--- config.mk ---
export PLATFORM = sky130hd
export DESIGN_NAME = rolling_key_decryption
export DESIGN_NICKNAME = d
export VERILOG_FILES = /design/src/rtl/rolling_key_decryption.sv
export SDC_FILE = /design/constraint.sdc
export NUM_CORES = 1
export LEC_CHECK = 0
export CAP_MARGIN = 25
export CORE_UTILIZATION = 50
export CTS_BUF_LIST = sky130_fd_sc_hd__clkbuf_4 sky130_fd_sc_hd__clkbuf_8
export DETAILED_ROUTE_END_ITERATION = 7
export HOLD_SLACK_MARGIN = 0.02
export PLACE_DENSITY_LB_ADDON = 0.05
export RECOVER_POWER = 25
export SYNTH_ARGS = -nofsm -noshare
export SYNTH_HDL_FRONTEND = slang
export SYNTH_SLANG_ARGS = --single-unit
--- constraint.sdc ---
create_clock -name clk -period 4 [get_ports clk]
set_clock_uncertainty 0.15 [all_clocks]
set_input_delay 0.4 -clock clk [delete_from_list [all_inputs] [get_ports clk]]
set_output_delay 0.4 -clock clk [all_outputs]
set_load 0.01 [all_outputs]
--- src/rtl/rolling_key_decryption.sv ---
`default_nettype none
// ============================================================================
// Module   : rolling_key_decryption
// Purpose  : Decrypts a stream of characters by subtracting a key chunk from
//            each character. Mode 0 always uses chunk 0 (fixed Caesar).
//            Mode 1 walks through the key chunks, one per character, starting
//            at chunk 0 for every message. Key and mode are captured with the
//            first character of a message. Decrypted characters are buffered
//            in a small output FIFO with a valid/ready handshake.
// Revision : 1.0 - initial release
// ----------------------------------------------------------------------------
// Ports
//   clk         in   1          rising-edge clock
//   rst         in   1          asynchronous active-high reset
//   data_i      in   D_WIDTH    encrypted character
//   valid_i     in   1          qualifies data_i / eom_i
//   eom_i       in   1          current character ends the message
//   mode_i      in   1          0 = fixed Caesar, 1 = rolling key
//   key         in   KEY_WIDTH  chunk i = key[i*D_WIDTH +: D_WIDTH]
//   busy        out  1          input not accepted this cycle
//   data_o      out  D_WIDTH    decrypted character at FIFO head
//   valid_o     out  1          FIFO not empty
//   ready_i     in   1          downstream accepts data_o
//   char_count  out  16         pushes in current message (saturating)
//                               -- present only with RKD_CHAR_COUNT_EN
// Configuration macro: RKD_CHAR_COUNT_EN (adds char_count output)
// ============================================================================
module rolling_key_decryption #(
  parameter int D_WIDTH    = 8,
  parameter int KEY_CHUNKS = 2,
  parameter int KEY_WIDTH  = 16,  // must equal KEY_CHUNKS*D_WIDTH
  parameter int FIFO_DEPTH = 4    // power of two, >= 2
) (
  input  logic                 clk,
  input  logic                 rst,
  input  logic [D_WIDTH-1:0]   data_i,
  input  logic                 valid_i,
  input  logic                 eom_i,
  input  logic                 mode_i,
  input  logic [KEY_WIDTH-1:0] key,
  output logic                 busy,
  output logic [D_WIDTH-1:0]   data_o,
  output logic                 valid_o,
  input  logic                 ready_i
`ifdef RKD_CHAR_COUNT_EN
  ,
  output logic [15:0]          char_count
`endif
);

  localparam int IDX_W = (KEY_CHUNKS > 1) ? $clog2(KEY_CHUNKS) : 1;
  localparam int PTR_W = $clog2(FIFO_DEPTH);
  localparam int CNT_W = PTR_W + 1;
  localparam logic [IDX_W-1:0] IDX_LAST = IDX_W'(KEY_CHUNKS - 1);
  localparam logic [CNT_W-1:0] CNT_FULL = CNT_W'(FIFO_DEPTH);

  typedef enum logic [1:0] {
    S_IDLE  = 2'd0,
    S_RUN   = 2'd1,
    S_DRAIN = 2'd2
  } state_t;

  state_t               state_q, state_d;
  logic [KEY_WIDTH-1:0] key_q;
  logic                 mode_q;
  logic [IDX_W-1:0]     idx_q, idx_d;

  logic [D_WIDTH-1:0]   mem_q [FIFO_DEPTH];
  logic [PTR_W-1:0]     wr_ptr_q, rd_ptr_q;
  logic [CNT_W-1:0]     count_q;

  logic                 push, pop, full, empty, first;
  logic [KEY_WIDTH-1:0] key_eff;
  logic                 mode_eff;
  logic [IDX_W-1:0]     idx_eff;
  logic [D_WIDTH-1:0]   chunk [KEY_CHUNKS];
  logic [D_WIDTH-1:0]   sub_key;
  logic [D_WIDTH-1:0]   plain;

  // --------------------------------------------------------------------------
  // Handshake and FIFO status
  // --------------------------------------------------------------------------
  assign empty   = (count_q == '0);
  assign full    = (count_q == CNT_FULL);
  assign busy    = full | (state_q == S_DRAIN);
  assign push    = valid_i & ~busy;
  assign valid_o = ~empty;
  assign pop     = valid_o & ready_i;
  // Head is forced to zero when empty so data_o reads 0 out of reset.
  assign data_o  = empty ? '0 : mem_q[rd_ptr_q];

  // --------------------------------------------------------------------------
  // Key selection. The first character of a message is decrypted in the same
  // cycle its key/mode are latched, so in IDLE the live inputs are used and
  // the chunk index is forced to 0.
  // --------------------------------------------------------------------------
  assign first    = (state_q == S_IDLE);
  assign key_eff  = first ? key    : key_q;
  assign mode_eff = first ? mode_i : mode_q;
  assign idx_eff  = first ? '0     : idx_q;

  for (genvar g = 0; g < KEY_CHUNKS; g++) begin : g_chunk
    assign chunk[g] = key_eff[g*D_WIDTH +: D_WIDTH];
  end

  assign sub_key = mode_eff ? chunk[idx_eff] : chunk[0];
  assign plain   = data_i - sub_key;  // wraps modulo 2^D_WIDTH

  // --------------------------------------------------------------------------
  // Next-state logic
  // --------------------------------------------------------------------------
  always_comb begin
    state_d = state_q;
    idx_d   = idx_q;

    unique case (state_q)
      S_IDLE:  if (push) state_d = eom_i ? S_DRAIN : S_RUN;
      S_RUN:   if (push && eom_i) state_d = S_DRAIN;
      S_DRAIN: if (empty) state_d = S_IDLE;
      default: state_d = S_IDLE;
    endcase

    if (push) begin
      idx_d = (idx_eff == IDX_LAST) ? '0 : idx_eff + 1'b1;
    end else if (state_q == S_DRAIN && empty) begin
      idx_d = '0;
    end
  end

  // --------------------------------------------------------------------------
  // Control state
  // --------------------------------------------------------------------------
  always_ff @(posedge clk or posedge rst) begin
    if (rst) begin
      state_q <= S_IDLE;
      idx_q   <= '0;
      key_q   <= '0;
      mode_q  <= 1'b0;
    end else begin
      state_q <= state_d;
      idx_q   <= idx_d;
      if (push && first) begin
        key_q  <= key;
        mode_q <= mode_i;
      end
    end
  end

  // --------------------------------------------------------------------------
  // Output FIFO pointers / occupancy. Pointers wrap naturally because the
  // depth is a power of two.
  // --------------------------------------------------------------------------
  always_ff @(posedge clk or posedge rst) begin
    if (rst) begin
      wr_ptr_q <= '0;
      rd_ptr_q <= '0;
      count_q  <= '0;
    end else begin
      if (push) wr_ptr_q <= wr_ptr_q + 1'b1;
      if (pop)  rd_ptr_q <= rd_ptr_q + 1'b1;
      unique case ({push, pop})
        2'b10:   count_q <= count_q + 1'b1;
        2'b01:   count_q <= count_q - 1'b1;
        default: count_q <= count_q;
      endcase
    end
  end

  // Storage needs no reset: entries are only visible while counted valid.
  always_ff @(posedge clk) begin
    if (push) mem_q[wr_ptr_q] <= plain;
  end

`ifdef RKD_CHAR_COUNT_EN
  // --------------------------------------------------------------------------
  // Per-message character counter, saturating at all-ones.
  // --------------------------------------------------------------------------
  logic [15:0] char_count_q;

  always_ff @(posedge clk or posedge rst) begin
    if (rst) begin
      char_count_q <= '0;
    end else if (push) begin
      if (first)
        char_count_q <= 16'd1;
      else if (char_count_q != 16'hFFFF)
        char_count_q <= char_count_q + 16'd1;
    end
  end

  assign char_count = char_count_q;
`endif

endmodule
`default_nettype wire

* Yosys cells after proc, flatten, opt, wreduce, memory -nomap -nowiden *
Memory sizes are Yosys's and may differ from the RTL's.
Cells that the tools add are included.

operators by class
  bitwise gates (word level) = 6
  magnitude comparators = 1
  add/sub/neg operators = 6
  eq/ne operators = 8
  reduce and logical (&&, ||, !) cells = 8
  muxes and demuxes = 19

operators by type and width
  cell                                                  count
  two-way mux 8 bit                                     5
  two-way mux 16 bit                                    1
  two-way mux 2 bit                                     4
  subtractor 8 bit                                      1
  two-way mux 1 bit                                     7
  one-hot mux 2 bit (3 select lines)                    1
  one-hot mux 3 bit (2 select lines)                    1
  adder 2 x 1 -> 2 bit (second input constant)          2
  equality test 2 x 1 -> 1 bit (second input constant)  2
  equality test 2 bit (second input constant)           2
  != test 2 bit (second input constant)                 2
  nonzero test 2 bit                                    2
  adder 3 x 1 -> 3 bit (second input constant)          1
  equality test 3 bit (second input constant)           1
  logical AND 1 bit                                     3
  logical NOT 3 bit                                     1
  AND reduction 3 bit                                   1
  subtractor 3 x 1 -> 3 bit (second input constant)     1
  bitwise AND 1 bit                                     2
  >= comparator 2 bit (second input constant)           1
  logical NOT 2 bit                                     1
  != test 2 x 1 -> 1 bit (second input constant)        1
  inverter 1 bit                                        2
  inverter 1 -> 2 bit                                   1
  2 further kinds                                       2

word-level totals
  register bits = 27
  memories = 1
  output and inout bits = 10
  RAM bits = 32
  input bits = 30
  logic and storage cells = 56

memory list
  name   words  bits a word  read ports  clocked after memory_dff  wr ports  line  text
  mem_q  4      8            1           0                         1         68    logic [D_WIDTH-1:0] mem_q [FIFO_DEPTH];

* Logic depth before layout (Yosys ltp) *
  depth in word-level cells = 8
  depth in mapped cells = 11
  gate-level depth less buffers = 10

* Least setup slack after synthesis *
Ideal clock, no wire load.

  path type = register to register
  from = register state_q[0]
  to = memory mem_q[0][6], data pin
  data required time = 3.577 ns
  data arrival time = 2.516 ns
  path buffers = 1
  slack = 1.061 ns
  clock period less this slack = 2.939 ns
  library setup time = 0.273 ns
  stages on the path, launching flop included = 12
  path through = dfrtp_1 -> clkbuf_1 -> nor2_2 -> mux2i_1 -> a21oi_1 -> ha_1 -> fa_1 -> nor2b_1 -> o21ai_0 -> a21boi_0 -> mux2i_1 -> nand2_1

on the way
  cells in the longest elaborated chain, start to end = 8
  elaborated cells between the ends (all ways) = 10
  classes of those cells = add/sub: 1; mux: 7; bitwise: 1; reduce/logical: 1

RTL lines
  item                                                   line  text
  start, declared                                        63    state_t state_q, state_d;
  start signal, assigned                                 140   state_q <= state_d;
  logical NOT 2 bit *                                    97    assign first = (state_q == S_IDLE);
  two-way mux 1 bit                                      100   assign idx_eff = first ? '0 : idx_q;
  inverter 1 -> 2 bit (not written as such)              106   assign sub_key = mode_eff ? chunk[idx_eff] : chunk[0];
  two-way mux 8 bit (not written as such) (3 in series)  106
  two-way mux 8 bit *                                    106
  subtractor 8 bit *                                     107   assign plain = data_i - sub_key;
  named net plain[6]                                     78    logic [D_WIDTH-1:0] plain;
  end, declared                                          68

Mark *: on every way through the listed nets, which the timed path passes. The rest lies on a longest branch. The select of a mux whose other input is x is not followed.

* Worst setup path after layout *
  from = register state_q[1]
  to = register key_q[5]

on the way
  cells in the longest elaborated chain, start to end = 5
  elaborated cells between the ends (all ways) = 6
  classes of those cells = eq/ne: 1; bitwise: 3; reduce/logical: 2

RTL lines
  item                  line  text
  equality test 2 bit   85    assign busy = full | (state_q == S_DRAIN);
  OR 1 bit              85
  inverter 1 bit        86    assign push = valid_i & ~busy;
  bitwise AND 1 bit     86
  logical AND 1 bit *   142   if (push && first) begin
  end signal, assigned  143   key_q <= key;
  end, declared         64    logic [KEY_WIDTH-1:0] key_q;

Mark *: on every way between the ends. The rest lies on a longest branch, timed or not.
A chain may end at the register's enable or synchronous reset.

==> reports/qor.csv <==
stage,metric,value,unit
sta,period_share,0.788,
logic_synthesis,syn_nets,262,
logic_synthesis,ys_ff_latch,59,
sta,hold_slack,0.283,ns
pwr,comb_power_share,0.456,
logic_synthesis,synthXorXnorAreaFrac,0.0326,
floorplanning,die_x,78.9,um
logic_synthesis,synth_top_cell_area_share,0.325,
route,dr.first_iter.drc_count,70,
floorplanning,die_h,78.9,um
pwr,p_sw_frac,0.332,
clock_network,cts.sinks,59,
logic_synthesis,synth_top_family_by_area,multiplexers,
setup_path,required,4.06,ns
global_route,grt_max_degree,22,
placed_design,dp_hpwl,3590,um
finish,fillerInstances,461,
global_route,grt_pass1_wl,8040,um
global_route,antenna_found_initial,0,
sta,fmax,317,MHz
pwr,p_clk_frac,0.165,
global_route,grt-ovfl-total,0,
placed_design,dp.cells,323,
clock_network,cts_resized,0,
setup_path,crit_path_end_kind,register,
route,vias,1779,
logic_synthesis,synthCells,218,
pwr,p_sw,1100,uW
finish,layout.nets,306,
clock_network,cts_max_level,3,
clock_network,root_buffer,clkbuf_8,
finish,final_cells,339,
pwr,power_density,923,mW/mm2
setup_path,r2r_cells,6,
clock_network,cts-buffers-inserted,9,
logic_synthesis,synth_compound_area_frac,0.0564,
placed_design,io_buffers,39,
finish,area_delta_synth_final,21.3,%
run_status,status,"finished, final reports clean",
sta,fin_tns_setup,0,ns
setup_path,start_kind,register,
setup_path,crit_path_max_fanout,17,
finish,layout-drive-gt1-share,0.169,
sta,fin_crit,3.15,ns
clock_network,clock_path_buffers,2,
logic_synthesis,muxShareOfSynthArea,0.156,
logic_synthesis,synth_fa_ha_area_frac,0.0644,
clock_network,postCtsHoldBufs,0,
clock_network,postCtsSetupBuffers,0,
floorplanning,io_pins,40,
logic_synthesis,netlist_area,0.00295,mm2
pwr,intPower,2210,uW
logic_synthesis,yosysWarnings,0,
flow_run,max-cap-violations,0,
pwr,vdd_drop_max,0.420,mV
setup_path,worstSetupPathType,reg -> reg,
route,first_pass_iters,4,
clock_network,cts_tree,done,
pwr,p_leak,0.00144,uW
clock_network,clkTransAtPathRegs,0.06,ns
sta,slew_headroom,0.273,
pwr,total_power,3310,uW
sta,finalSetupViolations,0,
logic_synthesis,synth.area.top_cells,"edfxtp_1, dfrtp_1, mux4_2",
floorplanning,rows,27,
route,wl,4820,um
finish,diodes,0,
clock_network,clock_latency,0.33,ns
global_route,track_usage,0.174,
floorplanning,start_util,0.527,
placed_design,gp_congestion,0.733,
sta,maxSlewViolCount,0,
global_route,grt_pass1_vias,1763,
logic_synthesis,synthDistinctLibCells,37,
sta,tightest_slew,1.09,ns
logic_synthesis,ys_seq_area_frac,0.554,
logic_synthesis,yosys.area.top_type,edfxtp_1,
finish,fin_util,0.639,
floorplanning,core_area,0.00561,mm2
logic_synthesis,yosys.area_share.simple,0.0987,
logic_synthesis,avgSynthCellArea,13.5,um2
pwr,pwr-share-seq,0.379,
route,drc_errors,0,
route,wire_per_inst,14.2,um
sta,hold_viol_final,0,
route,avgViaCountPerCell,5.25,
floorplanning,design.die.area,0.00622,mm2
sta,grt_setup_unrepaired,false,
worst_hold_path,min_path_type,in -> async,
route,ant_nets,0,
setup_path,arrival,3.21,ns
power by group through the flow:
stage / clock (uW) / combinational (uW) / sequential (uW)
4_1_cts: 560 / 1550 / 1260
6_report: 546 / 1510 / 1250
5_1_grt: 583 / 1680 / 1290
3_3_place_gp: 0 / 1520 / 1260
2_1_floorplan: 0 / 1230 / 1160
3_5_place_dp: 0 / 1540 / 1270
stage by stage:
stage	area (um2)	setup slack [ns]
2_1_floorplan	2950	1.06
3_3_place_gp	3390	0.963
3_5_place_dp	3410	0.896
4_1_cts	3620	0.866
5_1_grt	3580	0.562
6_report	3580	0.847
cell families (layout without fill, tap and decap cells):
group,after synthesis,after routing
multiplexers,30,30
buffers and inverters,23,72
AO/OA/AOI/OAI,25,25
flip-flops,59,59
adder cells (fa/ha/maj),14,14
AND/OR/NAND/NOR,56,56
XOR/XNOR,11,11
critical path, stage by stage (launching register included):
cell,delay [ns]
dfrtp_1,0.52
nor2b_1,0.22
a31oi_1,0.38
and2_0,0.52
inv_4,0.06
nor3_4,0.75
mux2_2,0.41
area by class of cell:
| type | count | area [um2] | area share |
|---|---|---|---|
| Clock buffer | 14 | 174 | 0.0486 |
| Clock inverter | 2 | 35.0 | 0.00978 |
| Inverter | 15 | 58.8 | 0.0164 |
| Multi-Input combinational cell | 136 | 1190 | 0.331 |
| Sequential cell | 59 | 1640 | 0.457 |
| Tap cell | 72 | 90.1 | 0.0251 |
| Timing Repair Buffer | 41 | 402 | 0.112 |
path summary, 6_finish.rpt:
check                                start     endpoint  slack [ns]
min in group clk                count_q[2]   count_q[2]        0.34
worst min-delay path                   rst  wr_ptr_q[0]        0.28
worst max-delay path            state_q[1]     key_q[5]        0.85
worst min register to register  count_q[2]   count_q[2]        0.34
max in group asynchronous              rst   state_q[1]        2.13
worst max register to register  state_q[1]     key_q[5]        0.85
cell usage in the layout, fill, tap and decap left out, types with 2 or more instances in the layout:
cell,n
clkdlybuf4s50_1,38
edfxtp_1,32
dfrtp_1,27
inv_1,14
o21ai_0,13
nor2_1,12
nand2_1,12
ha_1,12
clkbuf_8,11
mux2_4,10
xnor2_1,8
mux4_2,8
and2_1,8
nand3_1,7
mux2_2,7
mux2i_1,5
nor2b_1,4
and3_1,4
xor2_1,3
a21oi_1,3
nor3_1,3
clkbuf_4,3
and2_0,2
o21a_1,2
fa_1,2
per-layer routing:
metal | track usage | wire length (um) | part of all wire
met1 | 0.213 | 2140 | 0.44
met2 | 0.292 | 2460 | 0.51
met3 | 0.0345 | 149 | 0.031
met4 | 0.0927 | 65 | 0.013
met5 | 0 | 0 | 0
state kept, by name, summed over array words and instances (netlist names):
name / flops
mem_q: 32
key_q: 16
count_q: 3
rd_ptr_q: 2
state_q: 2
wr_ptr_q: 2
idx_q: 1
mode_q: 1
synth_stat cells:
master     instances
a31oi_4            1
and3_1             4
nand3_1            7
xnor2_1            8
buf_8              2
mux2i_1            5
o21ai_0           13
nor2_1            12
a21oi_1            3
edfxtp_1          32
mux2_4            10
o21a_1             2
inv_1             14
buf_2              1
a21boi_0           1
nor3_4             1
mux2_2             7
dfrtp_1           27
and2_1             9
o2111ai_1          1
nor2_2             1
nand2_1           12
inv_4              1
or3_1              1
ha_1              12
xor2_1             3
nor2b_1            4
nor3_1             3
a221oi_1           1
o221ai_1           1
mux4_2             8
and2_4             1
o41ai_1            1
nor3b_1            1
clkbuf_1           5
o211ai_1           1
fa_1               2
No activity file was read; power rests on OpenSTA's default activity.
